===== src/rtl/makina_fetch_pkg.sv =====
// Shared widths, reset PC, ROM size and the queue entry type for the fetch stage.
package makina_fetch_pkg;

    localparam int ADDR_W    = 16;
    localparam int DATA_W    = 16;
    localparam int ROM_DEPTH = 15001;

    localparam logic [ADDR_W-1:0] RESET_PC = 16'h0000;
    localparam logic [ADDR_W-1:0] LAST_PC  = ADDR_W'(ROM_DEPTH - 1);

    typedef struct packed {
        logic [DATA_W-1:0] instr;
        logic [ADDR_W-1:0] pc;
    } fetch_entry_t;

endpackage


===== src/rtl/fetch_skid_fifo.sv =====
// Two-entry queue of fetched words; head is always slot 0, flush beats push.
module fetch_skid_fifo
    import makina_fetch_pkg::*;
(
    input  logic         clk,
    input  logic         reset,
    input  logic         push,
    input  fetch_entry_t push_data,
    input  logic         pop,
    input  logic         flush,
    output fetch_entry_t head,
    output logic [1:0]   count
);

    fetch_entry_t slot0;
    fetch_entry_t slot1;
    logic         do_pop;
    logic         do_push;

    assign do_pop  = pop && (count != 2'd0);
    assign do_push = push && ((count != 2'd2) || do_pop);
    assign head    = slot0;

    // Slot 0 is left untouched when the queue empties so the head outputs hold.
    always_ff @(posedge clk) begin
        if (reset) begin
            count <= 2'd0;
            slot0 <= '0;
            slot1 <= '0;
        end else if (flush) begin
            count <= 2'd0;
        end else if (do_push && do_pop) begin
            if (count == 2'd2) begin
                slot0 <= slot1;
                slot1 <= push_data;
            end else begin
                slot0 <= push_data;
            end
        end else if (do_push) begin
            if (count == 2'd0) begin
                slot0 <= push_data;
            end else begin
                slot1 <= push_data;
            end
            count <= count + 2'd1;
        end else if (do_pop) begin
            if (count == 2'd2) begin
                slot0 <= slot1;
            end
            count <= count - 2'd1;
        end
    end

endmodule


===== src/rtl/instr_fetch.sv =====
// Fetch stage: owns the PC, hides the 1-cycle ROM latency, buffers words for the decoder.
// Optional FETCH_COUNT_EN adds a 32-bit accepted-instruction counter port.
module instr_fetch
    import makina_fetch_pkg::*;
(
    input  logic              clk,
    input  logic              reset,
    output logic [ADDR_W-1:0] rom_address,
    input  logic [DATA_W-1:0] rom_instruction,
    input  logic              redirect_valid,
    input  logic [ADDR_W-1:0] redirect_pc,
    input  logic              halt,
    output logic              instr_valid,
    input  logic              instr_ready,
    output logic [DATA_W-1:0] instr_out,
    output logic [ADDR_W-1:0] instr_pc,
    output logic              fetch_fault
`ifdef FETCH_COUNT_EN
    ,
    output logic [31:0]       fetch_count
`endif
);

    logic [ADDR_W-1:0] fetch_pc;
    logic [ADDR_W-1:0] inflight_pc;
    logic              inflight;
    fetch_entry_t      head;
    fetch_entry_t      response;
    logic [1:0]        count;
    logic              pop;
    logic              push;
    logic [2:0]        occupancy;
    logic              can_request;
    logic              issue;
    logic              fault_hit;

    // Handshake: a word transfers on every rising edge where instr_valid && instr_ready;
    // while valid is high and ready is low, instr_out/instr_pc stay stable.
    assign pop         = instr_valid && instr_ready;
    assign occupancy   = {1'b0, count} + {2'b00, inflight} - {2'b00, pop};
    assign can_request = !halt && !redirect_valid && !fetch_fault && (occupancy < 3'd2);
    assign issue       = can_request && (fetch_pc <= LAST_PC);
    assign fault_hit   = can_request && (fetch_pc > LAST_PC);
    assign push        = inflight && !redirect_valid;
    assign response    = '{instr: rom_instruction, pc: inflight_pc};

    assign rom_address = fetch_pc;
    assign instr_valid = (count != 2'd0);
    assign instr_out   = head.instr;
    assign instr_pc    = head.pc;

    always_ff @(posedge clk) begin
        if (reset) begin
            fetch_pc    <= RESET_PC;
            inflight    <= 1'b0;
            inflight_pc <= '0;
            fetch_fault <= 1'b0;
        end else if (redirect_valid) begin
            // Dropping inflight discards the stale ROM word returning next cycle.
            fetch_pc    <= redirect_pc;
            inflight    <= 1'b0;
            fetch_fault <= 1'b0;
        end else begin
            inflight <= issue;
            if (issue) begin
                inflight_pc <= fetch_pc;
                fetch_pc    <= fetch_pc + ADDR_W'(1);
            end
            if (fault_hit) begin
                fetch_fault <= 1'b1;
            end
        end
    end

    fetch_skid_fifo u_queue (
        .clk       (clk),
        .reset     (reset),
        .push      (push),
        .push_data (response),
        .pop       (pop),
        .flush     (redirect_valid),
        .head      (head),
        .count     (count)
    );

`ifdef FETCH_COUNT_EN
    always_ff @(posedge clk) begin
        if (reset) begin
            fetch_count <= 32'd0;
        end else if (pop) begin
            fetch_count <= fetch_count + 32'd1;
        end
    end
`endif

endmodule


===== config.mk =====
export PLATFORM = sky130hd
export DESIGN_NAME = instr_fetch
export DESIGN_NICKNAME = d
export VERILOG_FILES = /design/src/rtl/makina_fetch_pkg.sv /design/src/rtl/fetch_skid_fifo.sv /design/src/rtl/instr_fetch.sv
export SDC_FILE = /design/constraint.sdc
export NUM_CORES = 1
export LEC_CHECK = 0
export BUFFER_PORTS_ARGS = -buffer_cell sky130_fd_sc_hd__buf_2
export CAP_MARGIN = 15
export CORE_UTILIZATION = 50
export CTS_CLUSTER_DIAMETER = 150
export DETAILED_ROUTE_END_ITERATION = 10
export PLACE_DENSITY = 0.73
export SLEW_MARGIN = 0
export SYNTH_ARGS = -nofsm -noshare
export SYNTH_HDL_FRONTEND = slang
export SYNTH_HIERARCHICAL = 1
export SYNTH_SLANG_ARGS = --single-unit

===== constraint.sdc =====
create_clock -name clk -period 3.85 [get_ports clk]
set_input_delay 0.5775 -clock clk [delete_from_list [all_inputs] [get_ports clk]]
set_output_delay 0.5775 -clock clk [all_outputs]
set_load 0.005 [all_outputs]

======== Word level (Yosys, flattened, before mapping) ========
Cells that the tools add are included.
storage, ports and cells
  bits in registers ....................... 100
  bits in latches ......................... 0
  memory bits (writable) .................. 0
  memory bits (read-only) ................. 0
  input bits .............................. 37
  memories kept ........................... 0
operators by class
  add/sub/neg operators ................... 5
  $mul .................................... 0
  div/mod/pow operators ................... 0
  order comparisons ....................... 3
  equality and inequality tests ........... 5
  shift operators ......................... 0
  muxes and demuxes ....................... 14
  bitwise operators ....................... 2
  reductions and logical operators ........ 26
operator list
  operator                                                          count
  two-way mux 32 bit                                                10
  two-way mux 16 bit                                                2
  adder 16 x 1 -> 16 bit, second input constant                     1
  > comparator 16 x 14 -> 1 bit, second input constant              1
  less-or-equal comparator 16 x 14 -> 1 bit, second input constant  1
  logical AND 1 bit                                                 10
  AND reduction 4 bit                                               2
  nonzero test 2 bit                                                4
  nonzero test 3 bit                                                2
  two-way mux 2 bit                                                 2
  inequality test 2 bit, second input constant                      2
  AND reduction 2 bit                                               2
  adder 2 x 1 -> 3 bit                                              1
  logical NOT 1 bit                                                 3
  < comparator 3 x 2 -> 1 bit, second input constant                1
  inequality test 3 bit, second input constant                      1
  subtractor 3 x 1 -> 3 bit                                         1
  adder 2 x 1 -> 2 bit, second input constant                       1
  == test 2 bit, second input constant                              1
  logical NOT 2 bit                                                 1
  inequality test 2 x 1 -> 1 bit, second input constant             1
  inverter 1 bit                                                    2
  OR reduction 2 bit                                                1
  subtractor 2 x 1 -> 2 bit, second input constant                  1
  logical OR 1 bit                                                  1

======== Depth between registers and ports, before layout ========
  depth after elaboration ................. 8
  depth in mapped cells ................... 12

======== By module ========
The synthesis kept the hierarchy.
modules (own cells, without submodules)
  module           instances  cells an instance  area an instance (sq um)
  fetch_skid_fifo  1          240                2773.9
  instr_fetch      1          204                1689.1

======== Least setup slack after synthesis ========
OpenSTA, ideal clock, no wires.
  path kind ............................... reg-to-reg
  start ................................... reg u_queue.count[1]
  end ..................................... reg fetch_pc[12], in the netlist rom_address[12]
  data arrival time ....................... 3.188 ns
  required time ........................... 3.759 ns
  setup slack ............................. 0.571 ns
  cell stages (with the launch flop) ...... 12
  buffers on the path ..................... 1
  clock period less this slack ............ 3.279 ns
  path through ............................ dfxtp_1 -> or2_2 -> and2_1 -> ha_1 -> nand2b_1 -> fa_1 -> nor3b_1 -> nand2_1 -> a31o_4 -> buf_6 -> or4_1 -> a311oi_1
on the way
  cells in the longest elaborated chain, start to end .. 7
  elaborated cells between the ends (all ways) .. 8
  classes of those cells .................. add/sub: 2; order compare: 1; reduce/logical: 5
ends and longest elaborated chain
  item                          RTL line               RTL
  from (decl)                   fetch_skid_fifo.sv:12  output logic [1:0] count
  from (signal assigned)        fetch_skid_fifo.sv:45  count <= count + 2'd1;
  from (signal assigned)        fetch_skid_fifo.sv:50  count <= count - 2'd1;
  nonzero test 2 bit            instr_fetch.sv:48      assign instr_valid = (count != 2'd0);
  net instr_valid               instr_fetch.sv:13      output logic instr_valid,
  logical AND 1 bit             instr_fetch.sv:39      assign pop = instr_valid && instr_ready;
  net pop                       instr_fetch.sv:30      logic pop;
  subtractor 3 x 1 -> 3 bit     instr_fetch.sv:40      assign occupancy = {1'b0, count} + {2'b00, inflight} - {2'b00, pop};
  < comparator 3 x 2 -> 1 bit   instr_fetch.sv:41      assign can_request = !halt && !redirect_valid && !fetch_fault && (occupancy < 3'd2);
  logical AND 1 bit             instr_fetch.sv:41
  logical AND 1 bit             instr_fetch.sv:42      assign issue = can_request && (fetch_pc <= LAST_PC);
  nonzero test 2 bit (no line)  --
  to (signal assigned)          instr_fetch.sv:60      fetch_pc <= redirect_pc;
  to (signal assigned)          instr_fetch.sv:67      fetch_pc <= fetch_pc + ADDR_W'(1);
  to (decl)                     instr_fetch.sv:24      logic [ADDR_W-1:0] fetch_pc;
The timed path passes the listed nets, and every way through them passes these cells.
A chain may end at the register's enable or synchronous reset.

======== Final worst setup path ========
  start ................................... reg u_queue.count[1]
  end ..................................... reg fetch_pc[6], in the netlist rom_address[6]
on the way
  cells in the longest elaborated chain, start to end .. 7
  elaborated cells between the ends (all ways) .. 8
  classes of those cells .................. add/sub: 2; order compare: 1; reduce/logical: 5
ends and longest elaborated chain
  item                          RTL line
  nonzero test 2 bit            instr_fetch.sv:48
  logical AND 1 bit             instr_fetch.sv:39
  net pop                       instr_fetch.sv:30
  subtractor 3 x 1 -> 3 bit     instr_fetch.sv:40
  < comparator 3 x 2 -> 1 bit   instr_fetch.sv:41
  logical AND 1 bit             instr_fetch.sv:41
  logical AND 1 bit             instr_fetch.sv:42
  nonzero test 2 bit (no line)  --
The timed path passes the listed nets, and every way through them passes these cells.

==> flow_metrics.py <==
metrics = {
    "outcome": {
        "status": "completed",
    },
    "power_and_ir_drop": {
        "p_per_area_nw_per_um2": 369,
        "leakage_nw": 1.87,
        "clkPwrFrac_pct": 34.4,
        "ir_drop_mv": 0.211,
        "sw_frac_of_total_pct": 27.4,
        "p_int_mw": 1.37,
        "power_mw": 1.88,
        "switchingPower_mw": 0.517,
        "p_seq_share_pct": 57.4,
        "p_comb_share_pct": 8.2,
    },
    "cells_and_area": {
        "nNetsFinal": 560,
        "postLayoutCellArea_um2": 5100,
        "area_growth_pct": 14.2,
        "antennaDiodeCount": 0,
        "layout_commonest_cell": "dfxtp_1",
        "layout_common_cells": "dfxtp_1 (100), buf_2 (86), mux2i_1 (67)",
        "final_layout_size_suffix_gt1_share_pct": 24.9,
    },
    "grt": {
        "grt-ovfl-total": 0,
        "grt_usage_pct": 21.7,
        "grt_pass1_vias": 3209,
        "antenna_found_initial": 1,
        "grt_pass1_wl_um": 15800,
        "grt_start_max_net_pins": 64,
    },
    "synth": {
        "synth-adder-area-share_pct": 1.85,
        "async_flop_share_pct": 0,
        "ys_warn_count": 6,
        "synth.avg_cell_area_um2": 10.1,
        "synth_cell_type_count": 53,
        "synth_simple_gate_area_share_pct": 13.9,
        "synthTopCellsByArea": "dfxtp_1 (45%), mux2i_1 (15%), o2bb2ai_1 (4.3%), nor2_1 (3.9%), o2bb2ai_2 (3.4%)",
        "synth_edf_count": 0,
        "yosys.area.top_type": "dfxtp_1",
        "synth_top_area_share_pct": 44.9,
        "ys_ff_latch": 100,
        "synth_compound_area_share_pct": 18.5,
        "muxShareOfSynthArea_pct": 15.0,
        "syn-num-nets": 487,
        "seq_area_frac_synth_pct": 44.9,
        "synth_top_family_by_area": "compound AO/OA/AOI/OAI gates",
        "synth-xor-area-share_pct": 0.589,
        "syn_inst": 444,
        "synth_area_um2": 4460,
        "ys.flop_type": "dfxtp_1",
    },
    "critical_path": {
        "ff2ff_setup_slack_ps": 340,
        "crit_chain": "or2_2 > and2_1 > ha_1 > nand2b_1 > fa_1 > nor3b_1 > nand2_1 > a31o_4 > or4_1 > a311oi_1",
        "reg2reg_depth": 10,
        "required_ps": 4130,
        "crit_fanout": 30,
        "worst_ep_arrival_time_ps": 3790,
        "startpoint_type": "register",
        "slowest_delay_ps": 530,
        "crit_buf_inv": 0,
        "crit_family": "simple AND/OR/NAND/NOR gates",
        "r2r_end": "rom_address[6]$_SDFFE_PP0P_",
        "cp-end-kind": "register",
        "path_class": "register to register",
        "endpoint": "rom_address[6]$_SDFFE_PP0P_",
        "timing.critical_path.from": "u_queue/count[1]$_SDFFE_PP0P_",
        "crit_slowest_cell": "or4_1",
        "reg2reg_from": "u_queue/count[1]$_SDFFE_PP0P_",
        "cp.depth": 10,
    },
    "sta": {
        "max-slew-margin-rel_pct": 55.9,
        "slew_violations": 0,
        "tns_ps": 0,
        "period_share_pct": 91.2,
        "rsz0062_at_grt": "no",
        "setup_violations": 0,
        "fin_hold_ws_ps": 461,
        "worstMarginPinSlew_ps": 661,
        "max_freq_mhz": 285,
        "clock_skew_ps": 10.8,
        "finalHoldViolCount": 0,
        "layout_min_cycle_time_ps": 3510,
        "fin_ws_ps": 339,
    },
    "cts": {
        "cts_tree": "yes",
        "root_buffer": "clkbuf_8",
        "path_clk_slew_ps": 100,
        "cts.htree.levels": 3,
        "clk_path_buf_depth": 2,
        "cts_made_buffers": 9,
        "cts.sinks": 100,
        "clk_latency_ps": 360,
        "postCtsSetupRepairBufs": 0,
        "cts_resized": 0,
        "cts_hold_buf": 0,
    },
    "route": {
        "drtIter0Drc": 143,
        "ant_nets": 0,
        "wirelength_um": 9790,
        "drcViolationCount": 0,
        "vias_per_cell": 5.66,
        "firstDrtPassIters": 4,
        "avgRoutedWirePerCell_um": 15.5,
        "vias": 3568,
    },
    "floorplanning": {
        "die_h_um": 96.5,
        "rows": 34,
        "die_w_um": 96.5,
        "pin_count": 87,
        "core-area_um2": 8680,
        "die_area_um2": 9310,
        "start_util_pct": 51.4,
    },
    "place": {
        "io_buffers": 86,
        "place_hpwl_um": 6330,
        "placed_cell_area_um2": 4910,
        "gp_congestion": 0.885,
        "place_ws_ps": 377,
    },
    "worst_hold_path": {
        "worstHoldPathType": "input pin to register",
    },
    "run": {
        "drv_cap": 0,
    },
}
## through the flow
| step | std cells | utilization (%) |
|---|---|---|
| 3_5_place_dp | 614 | 56.5 |
| 4_1_cts | 630 | 58.8 |
| 6_report | 630 | 58.8 |
| 5_1_grt | 630 | 58.8 |
| 3_3_place_gp | 614 | 56.5 |
| 2_1_floorplan | 444 | - |
## cells in the mapped netlist, drive strengths merged (5+ instances only)
master,number
dfxtp,100
mux2i,67
nor2,47
o2bb2ai,32
nand2,24
a21oi,21
o21ai,21
clkbuf,17
buf,14
inv,13
a311oi,9
nand3,6
or4,6
and2,5
ha,5
nand2b,5
## registers in the layout (all words and copies together) (netlist names)
name	cells
inflight	1
rom_address	16
inflight_pc	16
u_queue/head	32
u_queue/slot1	32
u_queue/count	2
fetch_fault	1
## cells by family (layout without fill, tap and decap cells)
kind of cell               count (synthesis)  count (layout)
and+or+nand+nor                          122             122
xor gates and xnor gates                   3               3
DFF                                      100             100
muxes                                     67              67
buffers and inverters                     44             122
AOI/OAI and AO/OA                        102             102
adders and majority gates                  6               6
## worst reg2reg max path: cells and delay by family, from the launching register on
kind	cells	cell delay, ps
AO/OA/AOI/OAI	2	580
adder cells (fa/ha/maj)	2	770
flip-flops	1	430
AND/OR/NAND/NOR	6	1650
## power groups by stage
stage | combinational (mW) | clock (mW) | sequential, mW
after floorplan | 0.103 | 0 | 1.10
final | 0.155 | 0.647 | 1.08
after detailed placement | 0.155 | 0 | 1.10
after global routing | 0.172 | 0.714 | 1.08
after CTS | 0.155 | 0.659 | 1.08
after global placement | 0.151 | 0 | 1.10
## layer usage
layer	track usage, %	share of wire, %	up-vias
met5	0	0.12	-
met4	6.37	1.0	2
met3	4.69	5.6	9
met2	32.9	44	102
met1	31.0	49	1683
li1	-	-	1772
## how the worst min path moves through the flow
| stage | start | to | slack (ps) | cells after the start |
|---|---|---|---|---|
| floorplan | u_queue/head[10]$_SDFFE_PP0P_ | u_queue/head[10]$_SDFFE_PP0P_ | 460 | 1 |
| global placement | u_queue/head[31]$_SDFFE_PP0P_ | u_queue/head[31]$_SDFFE_PP0P_ | 440 | 1 |
| detailed placement | u_queue/head[25]$_SDFFE_PP0P_ | u_queue/head[25]$_SDFFE_PP0P_ | 440 | 1 |
| CTS | redirect_pc[14] | rom_address[14]$_SDFFE_PP0P_ | 450 | 3 |
| global route | rom_instruction[3] | u_queue/slot1[19]$_SDFFE_PP0P_ | 460 | 3 |
| finish | rom_instruction[9] | u_queue/slot1[25]$_SDFFE_PP0P_ | 460 | 3 |
## area by class of cell
class                           instances  area (um^2)
Clock buffer                            9          124
Clock inverter                          7         68.8
Fill cell                             782         3580
Inverter                               13         48.8
Multi-Input combinational cell        300         2240
Sequential cell                       100         2000
Tap cell                              108          135
Timing Repair Buffer                   93          483
(Power assumes the default switching activity.)
